$ cat src/rtl/rv_fetch_pkg.sv
// -----------------------------------------------------------------------------
// rv_fetch_pkg
// Shared types and constants for the instruction fetch stage.
//   fetch_state_t : fetch FSM state (RUN = fetching, ERR = halted on a
//                   misaligned redirect target)
//   fetch_entry_t : one fetch buffer entry, the PC paired with its instruction
//   INSTR_BYTES   : byte stride between consecutive instructions
// -----------------------------------------------------------------------------
package rv_fetch_pkg;

    localparam int INSTR_BYTES = 4;

    typedef enum logic {
        RUN = 1'b0,
        ERR = 1'b1
    } fetch_state_t;

    typedef struct packed {
        logic [31:0] pc;
        logic [31:0] instr;
    } fetch_entry_t;

endpackage

$ cat src/rtl/fetch_fifo.sv
// -----------------------------------------------------------------------------
// fetch_fifo
// Small synchronous circular FIFO of fetch entries with a one-cycle flush.
// The head entry is presented combinationally from storage, so there is no
// path from the write data to the read data.
// Ports:
//   clk, rst_n : clock and asynchronous active-low reset
//   i_flush    : empty the FIFO (overrides push and pop this cycle)
//   i_push     : write i_wdata at the tail (ignored when full)
//   i_wdata    : entry to write
//   i_pop      : discard the head entry (ignored when empty)
//   o_rdata    : head entry, meaningful only when o_empty = 0
//   o_full     : FIFO holds DEPTH entries
//   o_empty    : FIFO holds no entries
// -----------------------------------------------------------------------------
module fetch_fifo
    import rv_fetch_pkg::*;
#(
    parameter int DEPTH = 2
) (
    input  logic         clk,
    input  logic         rst_n,
    input  logic         i_flush,
    input  logic         i_push,
    input  fetch_entry_t i_wdata,
    input  logic         i_pop,
    output fetch_entry_t o_rdata,
    output logic         o_full,
    output logic         o_empty
);

    localparam int PW = $clog2(DEPTH);
    localparam int CW = PW + 1;

    fetch_entry_t  r_mem [DEPTH];
    logic [PW-1:0] r_wptr;
    logic [PW-1:0] r_rptr;
    logic [CW-1:0] r_count;

    logic w_doPush;
    logic w_doPop;

    assign o_full   = (r_count == CW'(DEPTH));
    assign o_empty  = (r_count == '0);
    assign w_doPush = i_push && !o_full;
    assign w_doPop  = i_pop && !o_empty;
    assign o_rdata  = r_mem[r_rptr];

    // Entry storage carries no reset: count decides which entries are live.
    always_ff @(posedge clk) begin
        if (w_doPush && !i_flush) begin
            r_mem[r_wptr] <= i_wdata;
        end
    end

    // Pointers wrap naturally because DEPTH is a power of two.
    always_ff @(posedge clk or negedge rst_n) begin
        if (!rst_n) begin
            r_wptr  <= '0;
            r_rptr  <= '0;
            r_count <= '0;
        end else if (i_flush) begin
            r_wptr  <= '0;
            r_rptr  <= '0;
            r_count <= '0;
        end else begin
            if (w_doPush) begin
                r_wptr <= r_wptr + PW'(1);
            end
            if (w_doPop) begin
                r_rptr <= r_rptr + PW'(1);
            end
            if (w_doPush && !w_doPop) begin
                r_count <= r_count + CW'(1);
            end else if (w_doPop && !w_doPush) begin
                r_count <= r_count - CW'(1);
            end
        end
    end

endmodule

$ cat src/rtl/ifetch_unit.sv
// -----------------------------------------------------------------------------
// ifetch_unit
// Instruction fetch stage: drives the PC to a combinational instruction
// memory, buffers {pc, instr} pairs in order and hands them to decode over a
// valid/ready handshake. Redirects flush the buffer; misaligned redirect
// targets park the unit in ERR until an aligned redirect arrives.
// Ports:
//   clk, rst_n     : clock and asynchronous active-low reset
//   iaddr          : instruction memory byte address (current pc)
//   idata          : instruction word at iaddr, same cycle
//   redirect_valid : taken branch/jump this cycle
//   redirect_pc    : redirect target
//   out_valid      : buffer head valid
//   out_instr      : head instruction
//   out_pc         : head pc
//   out_ready      : decode accepts the head
//   misalign_err   : unit is halted in ERR
//   fetch_count    : completed output handshakes, wraps
// -----------------------------------------------------------------------------
module ifetch_unit
    import rv_fetch_pkg::*;
#(
    parameter logic [31:0] RESET_PC = 32'h0000_0000,
    parameter int          DEPTH    = 2
) (
    input  logic        clk,
    input  logic        rst_n,
    output logic [31:0] iaddr,
    input  logic [31:0] idata,
    input  logic        redirect_valid,
    input  logic [31:0] redirect_pc,
    output logic        out_valid,
    output logic [31:0] out_instr,
    output logic [31:0] out_pc,
    input  logic        out_ready,
    output logic        misalign_err,
    output logic [31:0] fetch_count
);

    fetch_state_t r_state;
    fetch_state_t w_nextState;
    logic [31:0]  r_pc;
    logic [31:0]  r_fetchCount;

    logic         w_aligned;
    logic         w_flush;
    logic         w_loadPc;
    logic         w_push;
    logic         w_pop;
    logic         w_full;
    logic         w_empty;
    fetch_entry_t w_head;
    fetch_entry_t w_wdata;

    assign w_aligned = (redirect_pc[1:0] == 2'b00);
    assign w_wdata   = '{pc: r_pc, instr: idata};

    fetch_fifo #(
        .DEPTH (DEPTH)
    ) u_fifo (
        .clk     (clk),
        .rst_n   (rst_n),
        .i_flush (w_flush),
        .i_push  (w_push),
        .i_wdata (w_wdata),
        .i_pop   (w_pop),
        .o_rdata (w_head),
        .o_full  (w_full),
        .o_empty (w_empty)
    );

    // FSM state register
    always_ff @(posedge clk or negedge rst_n) begin
        if (!rst_n) begin
            r_state <= RUN;
        end else begin
            r_state <= w_nextState;
        end
    end

    // Next state: misaligned redirect halts RUN, aligned redirect revives ERR
    always_comb begin
        w_nextState = r_state;
        unique case (r_state)
            RUN: if (redirect_valid && !w_aligned) w_nextState = ERR;
            ERR: if (redirect_valid && w_aligned)  w_nextState = RUN;
            default: w_nextState = RUN;
        endcase
    end

    // FSM outputs. A misaligned redirect seen in ERR is ignored entirely.
    // Fullness is judged on the current count, so a same-cycle pop does not
    // open a slot for a push.
    always_comb begin
        w_flush      = 1'b0;
        w_loadPc     = 1'b0;
        w_push       = 1'b0;
        misalign_err = 1'b0;
        out_valid    = 1'b0;
        unique case (r_state)
            RUN: begin
                w_flush   = redirect_valid;
                w_loadPc  = redirect_valid && w_aligned;
                w_push    = !redirect_valid && !w_full;
                out_valid = !w_empty;
            end
            ERR: begin
                w_flush      = redirect_valid && w_aligned;
                w_loadPc     = redirect_valid && w_aligned;
                misalign_err = 1'b1;
            end
            default: ;
        endcase
    end

    // A handshake on a redirect cycle still consumes the pre-flush head
    assign w_pop     = out_valid && out_ready;
    assign out_instr = w_head.instr;
    assign out_pc    = w_head.pc;

    // Program counter: redirect target wins over sequential advance
    always_ff @(posedge clk or negedge rst_n) begin
        if (!rst_n) begin
            r_pc <= RESET_PC;
        end else if (w_loadPc) begin
            r_pc <= redirect_pc;
        end else if (w_push) begin
            r_pc <= r_pc + 32'(INSTR_BYTES);
        end
    end

    // Completed handshake counter
    always_ff @(posedge clk or negedge rst_n) begin
        if (!rst_n) begin
            r_fetchCount <= '0;
        end else if (w_pop) begin
            r_fetchCount <= r_fetchCount + 32'd1;
        end
    end

    assign iaddr       = r_pc;
    assign fetch_count = r_fetchCount;

endmodule

$ cat config.mk
export PLATFORM = sky130hd
export DESIGN_NAME = ifetch_unit
export DESIGN_NICKNAME = d
export VERILOG_FILES = /design/src/rtl/rv_fetch_pkg.sv /design/src/rtl/fetch_fifo.sv /design/src/rtl/ifetch_unit.sv
export SDC_FILE = /design/constraint.sdc
export NUM_CORES = 1
export LEC_CHECK = 0
export CORE_MARGIN = 5
export CORE_UTILIZATION = 38
export CTS_BUF_LIST = sky130_fd_sc_hd__clkbuf_4 sky130_fd_sc_hd__clkbuf_8
export DETAILED_ROUTE_END_ITERATION = 8
export GPL_TIMING_DRIVEN = 0
export PLACE_DENSITY_LB_ADDON = 0.15
export SLEW_MARGIN = 5
export SYNTH_ARGS = -nofsm -noshare
export SYNTH_HDL_FRONTEND = slang
export SYNTH_SLANG_ARGS = --single-unit
$ cat constraint.sdc
create_clock -name clk -period 10.3 [get_ports clk]
set_input_delay 2.06 -clock clk [delete_from_list [all_inputs] [get_ports clk]]
set_output_delay 2.06 -clock clk [all_outputs]
set_load 0.05 [all_outputs]
==> summary.log, run 1 <==
qor: cts.deepest_level_of_the_cts_h_tree 4
qor: placed_design.place.gp.congestion 0.764
qor: detailed_routing.viasPerCell 4.87
qor: detailed_routing.drc_errors 0
qor: yosys.netlist_top_cells_area edfxtp_1, dfrtp_1, mux2_2
qor: yosys.synth.cells.most_frequent edfxtp_1, dfrtp_1, mux2_2
qor: cts.cts_tree built
qor: yosys.yosys_warnings 0
qor: grt.global_route.usage.total 16.0%
qor: setup_path.kind_of_cell_adding_the_most_delay_to_the_critical_path buffers and inverters
qor: yosys.synth.ff_latch_count 197
qor: cts.cts-hold-fix-buffers 0
qor: sta.setup_violations 0
qor: cts.cts_root_buf clkbuf_8
qor: finish.multiInputGateArea 2380 sq um
qor: detailed_routing.postRouteAntennaNets 0
qor: sta.final_hold_viol_count 0
qor: yosys.area_of_the_mapped_netlist 8070 sq um
qor: sta.fin_crit 5.06 ns
qor: cts.cts-buffers-inserted 17
qor: detailed_routing.dr.pass1.iters 4
qor: setup_path.path_cells clkbuf_1 -> clkbuf_1 -> mux2_2 -> clkdlybuf4s50_1
qor: power.max-vdd-ir-drop 0.156 mV
qor: sta.largest_clock_skew_in_the_final_design 0.0134 ns
qor: min_path.worst_hold_path_type reg2reg
qor: sta.hold_ws 0.480 ns
qor: finish.final_util 52.2%
qor: yosys.synth.most_common_cell edfxtp_1
qor: cts.cts.clk_slew.worst_paths 0.10 ns
qor: placed_design.placedCellCount 1030
qor: sta.finalMaxSlewViolations 0
qor: sta.slew_headroom 52.9%
qor: setup_path.critical_path_arrival 3.00 ns
qor: yosys.mappedNetlistNets 618
qor: setup_path.path_buf_inv 3
qor: cts.post_cts_buffers 0
qor: detailed_routing.routedWlPerCell 17.9 um
qor: placed_design.port_buffers 197
qor: cts.clkLatencyLatePin 0.45 ns
qor: floorplanning.std_cell_rows 53
qor: finish.layout-drive-gt1-share 17.2%
qor: yosys.top_cell_type_by_total_area_after_synthesis edfxtp_1
qor: yosys.synth_edf_count 128
qor: yosys.async_reset_ff_share 35.0%
qor: yosys.avg_cell_area_syn 14.7 sq um
qor: grt.grt_pass1_vias 5479
qor: flow_run.max_cap_violations 0
qor: setup_path.worst_path_max_delay_cell clkdlybuf4s50_1
qor: setup_path.setup.worst_path.end_class primary output
qor: yosys.synth_flop_cell edfxtp_1
qor: detailed_routing.detail_route.iter0.violations 235
qor: floorplanning.chipHeight 156 um
qor: finish.sequential_cell_area 5570 sq um
qor: yosys.sequential_share_of_the_synthesized_area 69.0%
qor: power.power_density 215 nW/um^2
qor: yosys.synth_top_cell_area_share 47.6%
qor: finish.instances_no_fill 1063
qor: finish.n_fill_cell 1835
qor: yosys.netlist_instances 547
qor: finish.number_of_nets_in_the_finished_design 845
qor: sta.final.period_utilization 49.1%
qor: floorplanning.floorplan.initialDensity 38.5%
qor: grt.antenna_found_initial 0
qor: grt.grt_pass1_wl 30200 um
qor: sta.maxClockFrequency 0.198 GHz
qor: setup_path.cp-start-kind register
qor: floorplanning.die_area 24200 sq um
qor: floorplanning.die_width 156 um
qor: finish.postLayoutCellArea 10900 sq um
qor: cts.cts_resized 0
qor: floorplanning.design.portCount 198
qor: outcome.outcome complete, no violations
qor: placed_design.place.detailed.hpwl 13800 um
qor: setup_path.path_class reg2out
qor: detailed_routing.routed_wirelength 19000 um
qor: sta.worst_pin_slew 0.707 ns
qor: grt.pin_count_of_the_biggest_net_entering_global_routing 50
qor: power.leakage_power 3.98 nW
qor: cts.clk_path_buf_depth 2
qor: setup_path.critical-path-top-cell-by-count clkbuf_1
qor: floorplanning.floorplan.core_area 21000 sq um
qor: setup_path.worst-endpoint-required 8.24 ns
qor: finish.syn_to_final_growth 35.6%
qor: setup_path.largest_stage_delay_on_the_critical_path 0.70 ns
qor: detailed_routing.num_vias 5172
qor: setup_path.critPathMaxFanout 10
qor: placed_design.placed_cell_area 10500 sq um
qor: grt.globalRoute.totalOverflow 0
qor: cts.numClockSinks 197
qor: sta.setup_repair_after_global_routing_missed_its_margin false
qor: yosys.yosysUniqueCellTypes 40
-- registers in the layout, summed over array words and instances, names as in the netlist, named ones only --
signal          flops
u_fifo.r_wptr       1
u_fifo.r_count      2
u_fifo.r_rptr       1
u_fifo.r_mem      128
fetch_count        32
iaddr              32
-- path summary, 6_finish.rpt --
| kind | startpoint | to | slack [ns] | depth (start not counted) |
|---|---|---|---|---|
| max in group asynchronous | rst_n | iaddr[20]$_DFFE_PN0P_ | 8.23 | 2 |
| min in group asynchronous | rst_n | fetch_count[14]$_DFFE_PN0P_ | 1.49 | 1 |
| min | fetch_count[31]$_DFFE_PN0P_ | fetch_count[31]$_DFFE_PN0P_ | 0.48 | 1 |
| max | u_fifo.r_rptr$_DFFE_PN0P_ | out_pc[2] | 5.24 | 4 |
| max reg2reg | register | u_fifo.r_mem[0][7]$_DFFE_PP_ | 8.08 | 5 |
| min reg2reg | fetch_count[31]$_DFFE_PN0P_ | fetch_count[31]$_DFFE_PN0P_ | 0.48 | 1 |
-- worst register-to-register path, delay by kind of cell (launching register included) --
family / cells / cell delay (ns)
and+or+nand+nor: 1 / 0.59
DFF: 1 / 0.49
buffers and inverters: 4 / 0.86
-- report_power, final --
part / total [W] / internal (W) / switching, W / leakage, nW
sequential: 0.000989 / 0.000924 / 0.0000652 / 2.06
clock: 0.000516 / 0.000227 / 0.000289 / 0.208
combinational: 0.000844 / 0.000310 / 0.000535 / 1.71
-- final cells by class --
type                            instances  share of cell area, %
Inverter                                7                  0.240
Antenna cell                            1                 0.0229
Clock inverter                         15                   1.69
Clock buffer                           17                   2.14
Multi-Input combinational cell        326                   21.8
Buffer                                 17                  0.915
Sequential cell                       197                   50.9
Tap cell                              275                   3.15
Timing Repair Buffer                  208                   19.2
-- stage by stage --
step | setup WS (ns) | TNS, ns | power [W]
finish | 5.24 | 0 | 0.00235
global route | 5.04 | 0 | 0.00246
CTS | 5.11 | 0 | 0.00238
detailed placement | 5.63 | 0 | 0.00186
global placement | -3.03 | -193.30 | 0.00185
floorplan | 1.36 | 0 | 0.00155
-- per-layer routing --
metal,track usage [%],vias up,part of all wire (%)
met5,0,-,0
met4,4.00,0,0.97
met3,4.13,12,5.4
met2,25.8,136,48
met1,21.7,2563,46
li1,-,2461,-
-- kinds of logic after synthesis --
family	Yosys count	synth area share [%]
flops	197	69.0
fa+ha+maj	3	0.465
compound gates	41	2.87
mux	68	9.44
xor+xnor	55	5.97
buf+inv	24	1.57
simple gates	159	10.6
-- placed cells by master, fill, tap and decap left out, drive strengths merged --
| master | synthesis | final |
|---|---|---|
| and3 | 17 | 17 |
| a31oi | 7 | 7 |
| nor2b | 1 | 1 |
| a21oi | 1 | 1 |
| nand2 | 43 | 43 |
| nand3 | 22 | 22 |
| or3 | 6 | 6 |
| nand4 | 17 | 17 |
| mux2 | 65 | 65 |
| clkdlybuf4s50 | 0 | 196 |
| or2b | 1 | 1 |
| mux2i | 3 | 3 |
| edfxtp | 128 | 128 |
| inv | 7 | 15 |
| nor4 | 5 | 5 |
| buf | 4 | 16 |
| o21ba | 1 | 1 |
| o21a | 2 | 2 |
| xnor2 | 30 | 30 |
| xor2 | 25 | 25 |
| o21ai | 28 | 28 |
| clkbuf | 13 | 30 |
| nor4b | 2 | 2 |
| clkinv | 0 | 3 |
| diode | 0 | 1 |
| ha | 3 | 3 |
| and4 | 2 | 2 |
| nor3 | 11 | 11 |
| dfrtp | 69 | 69 |
| clkinvlp | 0 | 2 |
| and2 | 7 | 7 |
| bufinv | 0 | 2 |
| a21o | 2 | 2 |
| nor2 | 25 | 25 |
Power figures use the tool's default switching activity.
==> run 2, diff against run 1 <==
==> constraint.sdc (replaced) <==
create_clock -name clk -period 4.3 [get_ports clk]
set_input_delay 0.86 -clock clk [delete_from_list [all_inputs] [get_ports clk]]
set_output_delay 0.86 -clock clk [all_outputs]
set_load 0.05 [all_outputs]
==> run 2 against run 1 <==
  * Sequential power increased by 140%
  * Critical path type unchanged
  * Routed wire length is essentially flat
  * Largest power group unchanged
  * Critical path depth did not move
  * Combinational power is 140% higher
  * Count of clock-buffer cells in the layout stayed put
  * Core utilization hardly changed
  * Hold slack worse by 0.16 ns
  * Register-to-register slack worse by 5.9 ns
  * First-iteration DRC count up 15%
==> summary.log, run 2 (synthesis gave the netlist of run 1 again) <==
qor: cts.cts_tree built
qor: detailed_routing.drc_errors 0
qor: grt.pin_count_of_the_biggest_net_entering_global_routing 45
qor: power.power_density 512 nW/um^2
qor: placed_design.place.gp.congestion 0.794
qor: setup_path.setup.reg_to_reg.worst_slack 2.22 ns
qor: finish.registers.top_by_ff_count u_fifo.r_mem
qor: floorplanning.die_area 24200 sq um
qor: sta.slew_headroom 54.9%
qor: sta.finalMaxSlewViolations 0
qor: floorplanning.floorplan.initialDensity 38.5%
qor: sta.setup_slack 0.398 ns
qor: finish.syn_to_final_growth 35.6%
qor: cts.cts-buffers-inserted 17
qor: grt.globalRoute.totalOverflow 0
qor: min_path.worst_hold_path_type in2async
qor: outcome.outcome complete, no violations
qor: sta.totalNegativeSetupSlack 0 ns
qor: grt.grt_pass1_vias 5436
qor: finish.number_of_nets_in_the_finished_design 842
qor: cts.cts-hold-fix-buffers 0
qor: cts.cts.clk_slew.worst_paths 0.10 ns
qor: finish.largest_reg_flops 128
qor: setup_path.path_class reg2out
qor: sta.hold_ws 0.315 ns
qor: detailed_routing.dr.pass1.iters 4
qor: setup_path.worst-endpoint-required 3.44 ns
qor: cts.clkLatencyLatePin 0.45 ns
qor: detailed_routing.num_vias 5176
qor: cts.cts_root_buf clkbuf_8
qor: power.seqPwrFrac 42.3%
qor: floorplanning.design.portCount 198
qor: cts.clk_path_buf_depth 2
qor: finish.layout-drive-gt1-share 16.7%
qor: finish.layout_common_cells clkdlybuf4s50_1, edfxtp_1, dfrtp_1, mux2_2, nand2_1
qor: sta.largest_clock_skew_in_the_final_design 0.0142 ns
qor: setup_path.setup.worst_path.end_class primary output
qor: setup_path.regToRegEndpoint u_fifo.r_count[1]$_DFFE_PN0P_
qor: setup_path.critPathMaxFanout 10
qor: setup_path.ff2ff_path_depth 5
qor: finish.final_common_cell clkdlybuf4s50_1
qor: cts.numClockSinks 197
qor: grt.antenna_found_initial 0
qor: sta.fin_crit 3.90 ns
qor: floorplanning.std_cell_rows 53
qor: setup_path.cp-start-kind register
qor: power.leakage_power 3.97 nW
qor: sta.final.period_utilization 90.7%
qor: sta.setup_repair_after_global_routing_missed_its_margin false
qor: cts.cts_resized 0
qor: placed_design.pre_cts_ws 0.831 ns
qor: sta.worst_pin_slew 0.676 ns
qor: detailed_routing.viasPerCell 4.89
qor: detailed_routing.detail_route.iter0.violations 271
qor: placed_design.place.detailed.hpwl 13800 um
qor: placed_design.port_buffers 197
qor: power.internal_dissipation 0.00349 W
qor: grt.grt_pass1_wl 29800 um
qor: power.combPwrFrac 36.2%
qor: cts.post_cts_buffers 0
qor: power.switch_share 37.7%
qor: sta.final_hold_viol_count 0
qor: power.max-vdd-ir-drop 0.428 mV
qor: finish.antennaDiodeCount 0
qor: detailed_routing.postRouteAntennaNets 0
qor: floorplanning.floorplan.core_area 21000 sq um
qor: power.p_sw 0.00211 W
qor: setup_path.r2r-start u_fifo.r_count[1]$_DFFE_PN0P_
qor: detailed_routing.routed_wirelength 19000 um
qor: flow_run.max_cap_violations 0
qor: sta.setup_violations 0
qor: finish.n_fill_cell 1787
qor: floorplanning.die_width 156 um
qor: power.clkPwrFrac 21.5%
qor: setup_path.critical_path_arrival 3.04 ns
qor: floorplanning.chipHeight 156 um
qor: grt.global_route.usage.total 15.9%
qor: sta.maxClockFrequency 0.256 GHz
qor: setup_path.crit_path_start u_fifo.r_rptr$_DFFE_PN0P_
qor: cts.deepest_level_of_the_cts_h_tree 4
qor: detailed_routing.routedWlPerCell 18.0 um
[run 2: cell count changes in the layout (fill, tap and decap cells not counted), sizes merged]
| cell | delta |
|---|---|
| buf | -3 |
| inv | -3 |
| diode | -1 |
| clkinv | +5 |
| clkinvlp | -2 |
[run 2: worst max path at each step]
stage | end | slack [ns]
floorplan | u_fifo.r_mem[0][0]$_DFFE_PP_ | 0.87
global placement | u_fifo.r_mem[0][25]$_DFFE_PP_ | -1.09
detailed placement | out_pc[2] | 0.83
CTS | out_pc[2] | 0.30
global route | out_pc[2] | 0.21
finish | out_pc[2] | 0.40
[run 2: cell type report]
class                      count  area [sq um]  share of cell area (%)
clock inverter                15           170                    1.56
buffer                        17           100                   0.915
tap                          275           344                    3.15
sequential                   197          5570                    50.9
multi-input combinational    326          2390                    21.9
clock buffer                  17           234                    2.14
inverter                       7          26.3                   0.240
timing repair buffer         205          2100                    19.2
[run 2: layer usage]
metal,routed length [um],GRT usage (%),up-vias
met3,1120,4.38,15
met4,262,4.42,0
met5,0,0,-
met1,8480,21.0,2549
met2,9150,26.0,153
li1,-,-,2459
[run 2: worst max-delay path, stage by stage (launching register included)]
cell and delay (ns):
dfrtp_1 0.37, clkbuf_1 0.52, clkbuf_1 0.57, mux2_2 0.42, clkdlybuf4s50_1 0.71
[run 2: power by group through the flow]
stage / clock network, W / registers [W] / logic (W)
after floorplan: 0 / 0.00263 / 0.00110
after global placement: 0 / 0.00241 / 0.00201
after detailed placement: 0 / 0.00241 / 0.00205
after CTS: 0.00125 / 0.00237 / 0.00206
after global routing: 0.00133 / 0.00240 / 0.00213
final: 0.00120 / 0.00237 / 0.00203
[run 2: through the flow]
stage	utilization, %	total power (W)	std cells	instance area [sq um]
global placement	49.6	0.00442	1019	10400
global route	52.2	0.00586	1059	10900
CTS	52.2	0.00568	1059	10900
detailed placement	50.3	0.00446	1027	10500
floorplan	-	0.00372	547	8080
finish	52.2	0.00560	1059	10900
